==> src/rtl/power_sequencer.sv <==
// G-15 power-on sequencer: drives CLEAR, the OP pulse, timing-track and loader reads, the number-track write and GO.
// The sequence steps on ms tick edges and waits on the tape reader's WAIT line for each tape read.
module power_sequencer #(
    parameter int CLEAR_TICKS   = 150,
    parameter int PRE_OP_TICKS  = 30,
    parameter int OP_TICKS      = 60,
    parameter int POST_OP_TICKS = 30,
    parameter int SETTLE_TICKS  = 120,
    parameter int ATS_TICKS     = 30,
    parameter int NT_TICKS      = 120,
    parameter int TAPE_TIMEOUT  = 20000,
    parameter int CW            = 16
) (
    input  logic       clk,
    input  logic       rst,
    input  logic       tick,
    input  logic       start,
    input  logic       abort,
    input  logic       PL6_WAIT_FOR_TAPE,
    output logic       PWR_CLEAR,
    output logic       PWR_NO_CLEAR,
    output logic       PWR_OP,
    output logic       PWR_NO_OP,
    output logic       PWR_ATS,
    output logic       PWR_NT,
    output logic       SW_GO,
    output logic       done,
    output logic       fault,
    output logic [3:0] state
);

    typedef enum logic [3:0] {
        ST_IDLE    = 4'd0,
        ST_CLEAR   = 4'd1,
        ST_PRE_OP  = 4'd2,
        ST_OP      = 4'd3,
        ST_POST_OP = 4'd4,
        ST_SET1    = 4'd5,
        ST_ATS1    = 4'd6,
        ST_WAIT_TT = 4'd7,
        ST_SET2    = 4'd8,
        ST_NT      = 4'd9,
        ST_SET3    = 4'd10,
        ST_ATS2    = 4'd11,
        ST_WAIT_LD = 4'd12,
        ST_SET4    = 4'd13,
        ST_GO      = 4'd14,
        ST_FAULT   = 4'd15
    } state_t;

    // A zero duration would never match counter==N-1, so clamp it to one tick.
    function automatic int non_zero(input int p);
        return (p <= 0) ? 1 : p;
    endfunction

    localparam logic [CW-1:0] CLEAR_LIM   = CW'(non_zero(CLEAR_TICKS) - 1);
    localparam logic [CW-1:0] PRE_OP_LIM  = CW'(non_zero(PRE_OP_TICKS) - 1);
    localparam logic [CW-1:0] OP_LIM      = CW'(non_zero(OP_TICKS) - 1);
    localparam logic [CW-1:0] POST_OP_LIM = CW'(non_zero(POST_OP_TICKS) - 1);
    localparam logic [CW-1:0] SETTLE_LIM  = CW'(non_zero(SETTLE_TICKS) - 1);
    localparam logic [CW-1:0] ATS_LIM     = CW'(non_zero(ATS_TICKS) - 1);
    localparam logic [CW-1:0] NT_LIM      = CW'(non_zero(NT_TICKS) - 1);
    localparam logic [CW-1:0] TIMEOUT_LIM = CW'(non_zero(TAPE_TIMEOUT) - 1);

    function automatic logic [CW-1:0] limit_of(input state_t s);
        logic [CW-1:0] lim;
        lim = SETTLE_LIM;
        case (s)
            ST_CLEAR:   lim = CLEAR_LIM;
            ST_PRE_OP:  lim = PRE_OP_LIM;
            ST_OP:      lim = OP_LIM;
            ST_POST_OP: lim = POST_OP_LIM;
            ST_ATS1,
            ST_ATS2:    lim = ATS_LIM;
            ST_NT:      lim = NT_LIM;
            default:    lim = SETTLE_LIM;
        endcase
        return lim;
    endfunction

    function automatic state_t next_of(input state_t s);
        state_t n;
        n = s;
        case (s)
            ST_IDLE:    n = ST_CLEAR;
            ST_CLEAR:   n = ST_PRE_OP;
            ST_PRE_OP:  n = ST_OP;
            ST_OP:      n = ST_POST_OP;
            ST_POST_OP: n = ST_SET1;
            ST_SET1:    n = ST_ATS1;
            ST_ATS1:    n = ST_WAIT_TT;
            ST_WAIT_TT: n = ST_SET2;
            ST_SET2:    n = ST_NT;
            ST_NT:      n = ST_SET3;
            ST_SET3:    n = ST_ATS2;
            ST_ATS2:    n = ST_WAIT_LD;
            ST_WAIT_LD: n = ST_SET4;
            ST_SET4:    n = ST_GO;
            default:    n = s;
        endcase
        return n;
    endfunction

    state_t        state_q, state_d;
    logic [CW-1:0] counter_q, counter_d;
    logic          tick_q;
    logic          seen_q, seen_d;
    logic          tick_e;

    logic pwr_clear_q, pwr_clear_d;
    logic pwr_no_clear_q, pwr_no_clear_d;
    logic pwr_op_q, pwr_op_d;
    logic pwr_no_op_q, pwr_no_op_d;
    logic pwr_ats_q, pwr_ats_d;
    logic pwr_nt_q, pwr_nt_d;
    logic sw_go_q, sw_go_d;
    logic done_q, done_d;
    logic fault_q, fault_d;

    assign tick_e = tick & ~tick_q;

    always_comb begin
        state_d   = state_q;
        counter_d = counter_q;
        seen_d    = seen_q;
        case (state_q)
            ST_IDLE: begin
                if (start) begin
                    state_d   = ST_CLEAR;
                    counter_d = '0;
                    seen_d    = 1'b0;
                end
            end
            ST_WAIT_TT, ST_WAIT_LD: begin
                seen_d = seen_q | PL6_WAIT_FOR_TAPE;
                // Completion is tested first so it beats a coincident timeout.
                if (seen_q && !PL6_WAIT_FOR_TAPE) begin
                    state_d   = next_of(state_q);
                    counter_d = '0;
                    seen_d    = 1'b0;
                end else if (tick_e) begin
                    if (counter_q == TIMEOUT_LIM) begin
                        state_d   = ST_FAULT;
                        counter_d = '0;
                        seen_d    = 1'b0;
                    end else begin
                        counter_d = counter_q + CW'(1);
                    end
                end
            end
            ST_GO, ST_FAULT: begin
                state_d = state_q;
            end
            default: begin
                if (tick_e) begin
                    if (counter_q == limit_of(state_q)) begin
                        state_d   = next_of(state_q);
                        counter_d = '0;
                        seen_d    = 1'b0;
                    end else begin
                        counter_d = counter_q + CW'(1);
                    end
                end
            end
        endcase
        if (abort) begin
            state_d   = ST_IDLE;
            counter_d = '0;
            seen_d    = 1'b0;
        end
    end

    // Outputs decode from the next state so they update on the same edge as state_q.
    always_comb begin
        pwr_clear_d    = 1'b0;
        pwr_no_clear_d = 1'b1;
        pwr_op_d       = 1'b0;
        pwr_no_op_d    = 1'b1;
        pwr_ats_d      = 1'b0;
        pwr_nt_d       = 1'b0;
        sw_go_d        = 1'b0;
        done_d         = 1'b0;
        fault_d        = 1'b0;
        case (state_d)
            ST_CLEAR: begin
                pwr_clear_d    = 1'b1;
                pwr_no_clear_d = 1'b0;
            end
            ST_PRE_OP, ST_POST_OP: begin
                pwr_no_op_d = 1'b0;
            end
            ST_OP: begin
                pwr_op_d    = 1'b1;
                pwr_no_op_d = 1'b0;
            end
            ST_ATS1, ST_ATS2: begin
                pwr_ats_d = 1'b1;
            end
            ST_NT: begin
                pwr_nt_d = 1'b1;
            end
            ST_GO: begin
                sw_go_d = 1'b1;
                done_d  = 1'b1;
            end
            ST_FAULT: begin
                fault_d = 1'b1;
            end
            default: begin
                pwr_clear_d = 1'b0;
            end
        endcase
    end

    always_ff @(posedge clk) begin
        if (rst) begin
            state_q        <= ST_IDLE;
            counter_q      <= '0;
            tick_q         <= 1'b0;
            seen_q         <= 1'b0;
            pwr_clear_q    <= 1'b0;
            pwr_no_clear_q <= 1'b1;
            pwr_op_q       <= 1'b0;
            pwr_no_op_q    <= 1'b1;
            pwr_ats_q      <= 1'b0;
            pwr_nt_q       <= 1'b0;
            sw_go_q        <= 1'b0;
            done_q         <= 1'b0;
            fault_q        <= 1'b0;
        end else begin
            state_q        <= state_d;
            counter_q      <= counter_d;
            tick_q         <= tick;
            seen_q         <= seen_d;
            pwr_clear_q    <= pwr_clear_d;
            pwr_no_clear_q <= pwr_no_clear_d;
            pwr_op_q       <= pwr_op_d;
            pwr_no_op_q    <= pwr_no_op_d;
            pwr_ats_q      <= pwr_ats_d;
            pwr_nt_q       <= pwr_nt_d;
            sw_go_q        <= sw_go_d;
            done_q         <= done_d;
            fault_q        <= fault_d;
        end
    end

    assign PWR_CLEAR    = pwr_clear_q;
    assign PWR_NO_CLEAR = pwr_no_clear_q;
    assign PWR_OP       = pwr_op_q;
    assign PWR_NO_OP    = pwr_no_op_q;
    assign PWR_ATS      = pwr_ats_q;
    assign PWR_NT       = pwr_nt_q;
    assign SW_GO        = sw_go_q;
    assign done         = done_q;
    assign fault        = fault_q;
    assign state        = state_q;

endmodule

==> config.mk <==
export PLATFORM = sky130hd
export DESIGN_NAME = power_sequencer
export DESIGN_NICKNAME = d
export VERILOG_FILES = /design/src/rtl/power_sequencer.sv
export SDC_FILE = /design/constraint.sdc
export NUM_CORES = 1
export LEC_CHECK = 0
export CAP_MARGIN = 5
export CORE_ASPECT_RATIO = 1.5
export CORE_MARGIN = 5
export CORE_UTILIZATION = 35
export DETAILED_ROUTE_END_ITERATION = 6
export GPL_ROUTABILITY_DRIVEN = 0
export MAX_ROUTING_LAYER = met4
export SYNTH_ARGS = -nofsm -noshare
export SYNTH_HDL_FRONTEND = slang
export SYNTH_SLANG_ARGS = --single-unit
==> constraint.sdc <==
create_clock -name clk -period 4.1 [get_ports clk]
set_clock_uncertainty 0.05 [all_clocks]
set_input_delay 0.615 -clock clk [delete_from_list [all_inputs] [get_ports clk]]
set_output_delay 0.615 -clock clk [all_outputs]
set_load 0.05 [all_outputs]
Word level (Yosys, flattened, before mapping)
Index checks and enable logic that the tools add are counted.
Word-level totals
  bits in registers: 30
  input port bits: 6
  output and inout bits: 13
  logic and storage cells: 93
Cells by class
  add/sub/neg operators: 1
  equal/unequal tests: 28
  mux-type cells: 34
  bitwise logic cells: 4
  reductions and logical operators: 14
Operators with widths (number)
  two-way mux 16 bit: 8
  case mux 4 bit (13 select lines): 1
  == test 4 bit, second input constant: 12
  case mux 16 bit (3 select lines): 1
  two-way mux 4 bit: 7
  == test 4 x 3 -> 1 bit, second input constant: 6
  case mux 8 bit (3 select lines): 1
  adder 16 x 1 -> 16 bit, second input constant: 1
  == test 16 x 15 -> 1 bit, second input constant: 1
  == test 16 bit: 1
  == test 4 x 2 -> 1 bit, second input constant: 4
  two-way mux 1 bit: 14
  case mux 4 bit (3 select lines): 1
  == test 4 x 1 -> 1 bit, second input constant: 2
  AND reduction 4 bit: 2
  OR reduction 2 bit: 4
  nonzero test 3 bit: 2
  OR reduction 5 bit: 1
  logical NOT 4 bit: 1
  OR reduction 4 bit: 1
  != test 3 bit, second input constant: 1
  case mux 1 bit (3 select lines): 1
  OR reduction 3 bit: 1
  != test 2 bit, second input constant: 1
  5 further kinds: 6

Longest topological paths before layout
  depth after elaboration: 13
  gate-level depth with buffers: 9
  mapped depth without buffers: 8

Least setup slack after synthesis
OpenSTA, ideal clock, no wires.
  kind: reg2reg
  from: register state_q[1], in the netlist state[1]
  to: register pwr_ats_q, in the netlist PWR_ATS
  library setup time: 0.101 ns
  arrival time: 2.603 ns
  required time: 3.949 ns
  setup slack: 1.346 ns
  stages on the path, launching flop included: 9
  path buffers: 1
  period minus slack after synthesis: 2.754 ns
  cell sequence: dfxtp_1 clkbuf_1 nand2_1 o41ai_2 nor2_1 o41a_1 a211oi_2 inv_1 o41ai_1
On the way
  word-level cells in the longest chain between the ends: 13
  elaborated cells on any way between the ends: 36
  classes of those cells: 18 x eq/ne; 13 x mux; 5 x reduce/logical
Ends and longest elaborated chain
  start, declared: RTL line 104  | state_t state_q, state_d;
  start signal, assigned: RTL line 231  | state_q <= state_d;
  == test 4 bit (tied with other cells): RTL line 68, 84
  OR reduction 4 bit (no source line)
  case mux 8 bit (3 select lines): RTL line 68  | case (s)
  two-way mux 16 bit: RTL line 155  | if (tick_e) begin
  two-way mux 16 bit: RTL line 126  | case (state_q)
  == test 16 bit: RTL line 156  | if (counter_q == limit_of(state_q)) begin
  two-way mux 4 bit: RTL line 156
  two-way mux 4 bit: RTL line 155
  case mux 4 bit (3 select lines) (*): RTL line 126
  two-way mux 4 bit (*): RTL line 166  | if (abort) begin
  == test 4 x 3 -> 1 bit / == test 4 bit (equally long branches): RTL line 184  | case (state_d)
  OR reduction 2 bit (*): RTL line 184
  two-way mux 1 bit (*): RTL line 184
  end signal, assigned: RTL line 239  | pwr_ats_q <= pwr_ats_d;
  end, declared: RTL line 114  | logic pwr_ats_q, pwr_ats_d;
Mark *: on every way between the ends. The rest lies on a longest branch, timed or not. The select of a mux whose other input is x is not followed.
A chain may end at the register's enable or synchronous reset.

Worst setup path in the final report
  from: register state_q[0], in the netlist state[0]
  to: register pwr_ats_q, in the netlist PWR_ATS
Same word-level chain as after synthesis.

==> impl_metrics.toml <==
[clock_network]
cts_made_buffers = 5
insertion_delay_ns = 0.28
cts_post_setup_buffers_inserted = 0
htree_levels = 2
cts_sinks = 30
cts_root_buf = "clkbuf_8"
cts_tree = "done"
cts_buffer_depth = 2
clkSlewWorstSetupHoldPaths_ns = 0.06
hold_buffers = 0
ctsResizeCount = 0

[detailed_routing]
first_pass_iters = 4
avgViaCountPerCell = 5.54
wirelength_mm = 4.39
ant_nets = 0
drc = 0
vias = 1668
wire_per_inst_microns = 14.6
drt_iter0_drc = 71

[logic_synthesis]
post-synth-top-count-cell = "nor2_1"
syn-instance-count = 219
ys_ff_latch = 30
synth_cell_types = 52
yosys.area.top_type = "dfxtp_1"
syn_area_per_cell_sq_um = 8.15
synth_edf_count = 0
synthesis.nets = 226
syn_area_sq_um = 1780
synth_flop_cell = "dfxtp_1"
yosys-top-cells-area = "dfxtp_1 (34%), nor2_1 (6.9%), xor2_1 (6.9%)"
async_reset_ff_frac = 0
yosysSeqAreaShare = 0.337
yosys_warnings = 0
synth.top_cell.area_share = 0.337
netlist_top_cells_count = "nor2_1 (33), dfxtp_1 (30), xor2_1 (14)"

[finish]
n_fill_cell = 510
nNetsFinal = 241
multiInputGateArea_sq_um = 1110
drive_gt1_frac = 0.102
seqCellArea_sq_um = 601
n_antenna_cell = 0
area_delta_synth_final_pct = 18.8

[sta]
setup_viol = 0
drv_slew = 0
finalSetupTns_ns = 0
fin_crit_ns = 2.96
max_freq_mhz = 338
slew_headroom = 0.577
post-route-period-util = 0.722
worst_slew_pin_slew_ns = 0.629
finalHoldViolCount = 0
rsz0062_at_grt = "no"

[status]
status = "finished, final reports clean"

[die]
dieArea_sq_um = 6660
coreArea_sq_um = 4890
rows = 31
pin_count = 19
die_width_microns = 68.3
chipHeight_microns = 97.4
start_util = 0.365

[power_and_ir_drop]
total_power_w = 0.000641
powerDensity_nw_per_um2 = 302
p_leak_nw = 0.706
ir_drop_mv = 0.133

[global_route]
grt_pass1_wl_mm = 7.65
grt_usage = 0.151
antenna_found_initial = 0
use_met2 = 0.269
use_met3 = 0.0301
grt_start_max_net_pins = 19
use_met1 = 0.150
first_global_vias = 1662
gr-max-usage-layer = "met2"
grt_remaining_overflow = 0

[critical_path]
cp.arrival_ns = 3.09
crit_path_start_kind = "register"
path_delay_family = "compound AO/OA/AOI/OAI gates"
cp_max_fo = 17
path_buf_inv = 1
worst_ep_required_time_ns = 4.23
critical_path_class = "reg2reg"
worst_path_largest_cell_delay_ns = 0.70
cp-end-kind = "register"
worstPathCellList = "nand2_1 > o41ai_2 > nor2_1 > o41a_1 > a211oi_2 > inv_1 > o41ai_1"
cp_slowest_cell = "dfxtp_1"

[hold_path]
hp-class = "reg2reg"

[placement]
io_buffers = 18
hpwl_mm = 3.33

[run]
drv_cap = 0
final timing paths:
kind	slack [ns]	cells past startpoint	end	from
setup reg to reg	1.14	7	PWR_ATS$_SDFF_PP0_	state[0]$_SDFF_PP0_
setup / recovery	1.14	7	PWR_ATS$_SDFF_PP0_	state[0]$_SDFF_PP0_
hold reg to reg	0.51	2	counter_q[15]$_SDFFE_PP0P_	counter_q[15]$_SDFFE_PP0P_
hold / removal	0.51	2	counter_q[15]$_SDFFE_PP0P_	counter_q[15]$_SDFFE_PP0P_
report_power, final:
group          internal, W  switching, W
clock network     0.000169      0.000110
registers         0.000295    0.00000405
logic            0.0000248     0.0000384
sequential cells by signal (all words and copies together) (netlist names):
| signal | cells |
|---|---|
| PWR_ATS | 1 |
| PWR_CLEAR | 1 |
| PWR_NO_CLEAR | 1 |
| PWR_NO_OP | 1 |
| PWR_NT | 1 |
| PWR_OP | 1 |
| counter_q | 16 |
| done | 1 |
| fault | 1 |
| seen_q | 1 |
| state | 4 |
| tick_q | 1 |
routing by layer:
metal,part of all wire,wire length [microns]
met1,0.40,1760
met2,0.54,2370
met3,0.031,134
met4,0.028,123
met5,0,0
tightest hold or removal path, cell delays in order, from the launching register on:
cell	delay, ns
dfxtp_1	0.37
xor2_1	0.08
nor2_1	0.07
placed cells by master (no fill, tap or decap), types with 4 or more instances in the layout:
master,synthesis,routed
xor2_1,14,14
nor2b_1,6,6
clkbuf_8,0,8
a21oi_1,9,9
nor3_1,4,4
o21ai_0,8,8
dfxtp_1,30,30
clkdlybuf4s50_1,0,18
nor2_1,33,33
nand3_1,8,8
nand2b_1,6,6
nand4_1,10,10
nand2_1,13,13
nor4_1,8,8
and3_1,4,4
kinds of logic (layout without fill, tap and decap cells):
kind of cell             Yosys count  count (layout)  synth area share
flip-flops                        30              30             0.337
adder cells (fa/ha/maj)            1               1           0.00701
AO/OA/AOI/OAI                     44              44             0.192
AND/OR/NAND/NOR                  111             111             0.339
buffers and inverters             16              32            0.0400
XOR/XNOR                          15              15            0.0736
multiplexers                       2               2            0.0112
per-stage QoR:
stage          hold WS (ns)  std cells  setup slack [ns]  cell area [sq um]  utilization
2_1_floorplan         0.453        219              1.35               1780            -
3_3_place_gp          0.477        293              1.18               2010        0.411
3_5_place_dp          0.497        293              1.17               2010        0.411
4_1_cts               0.513        301              1.16               2120        0.434
5_1_grt               0.554        301              1.00               2120        0.434
6_report              0.508        301              1.14               2120        0.434
final cells by class:
cell class | count | share of cell area
Multi-Input combinational cell | 173 | 0.525
Inverter | 3 | 0.00531
Tap cell | 66 | 0.0390
Clock buffer | 8 | 0.0519
Timing Repair Buffer | 21 | 0.0956
Sequential cell | 30 | 0.283
(Power assumes the default switching activity.)
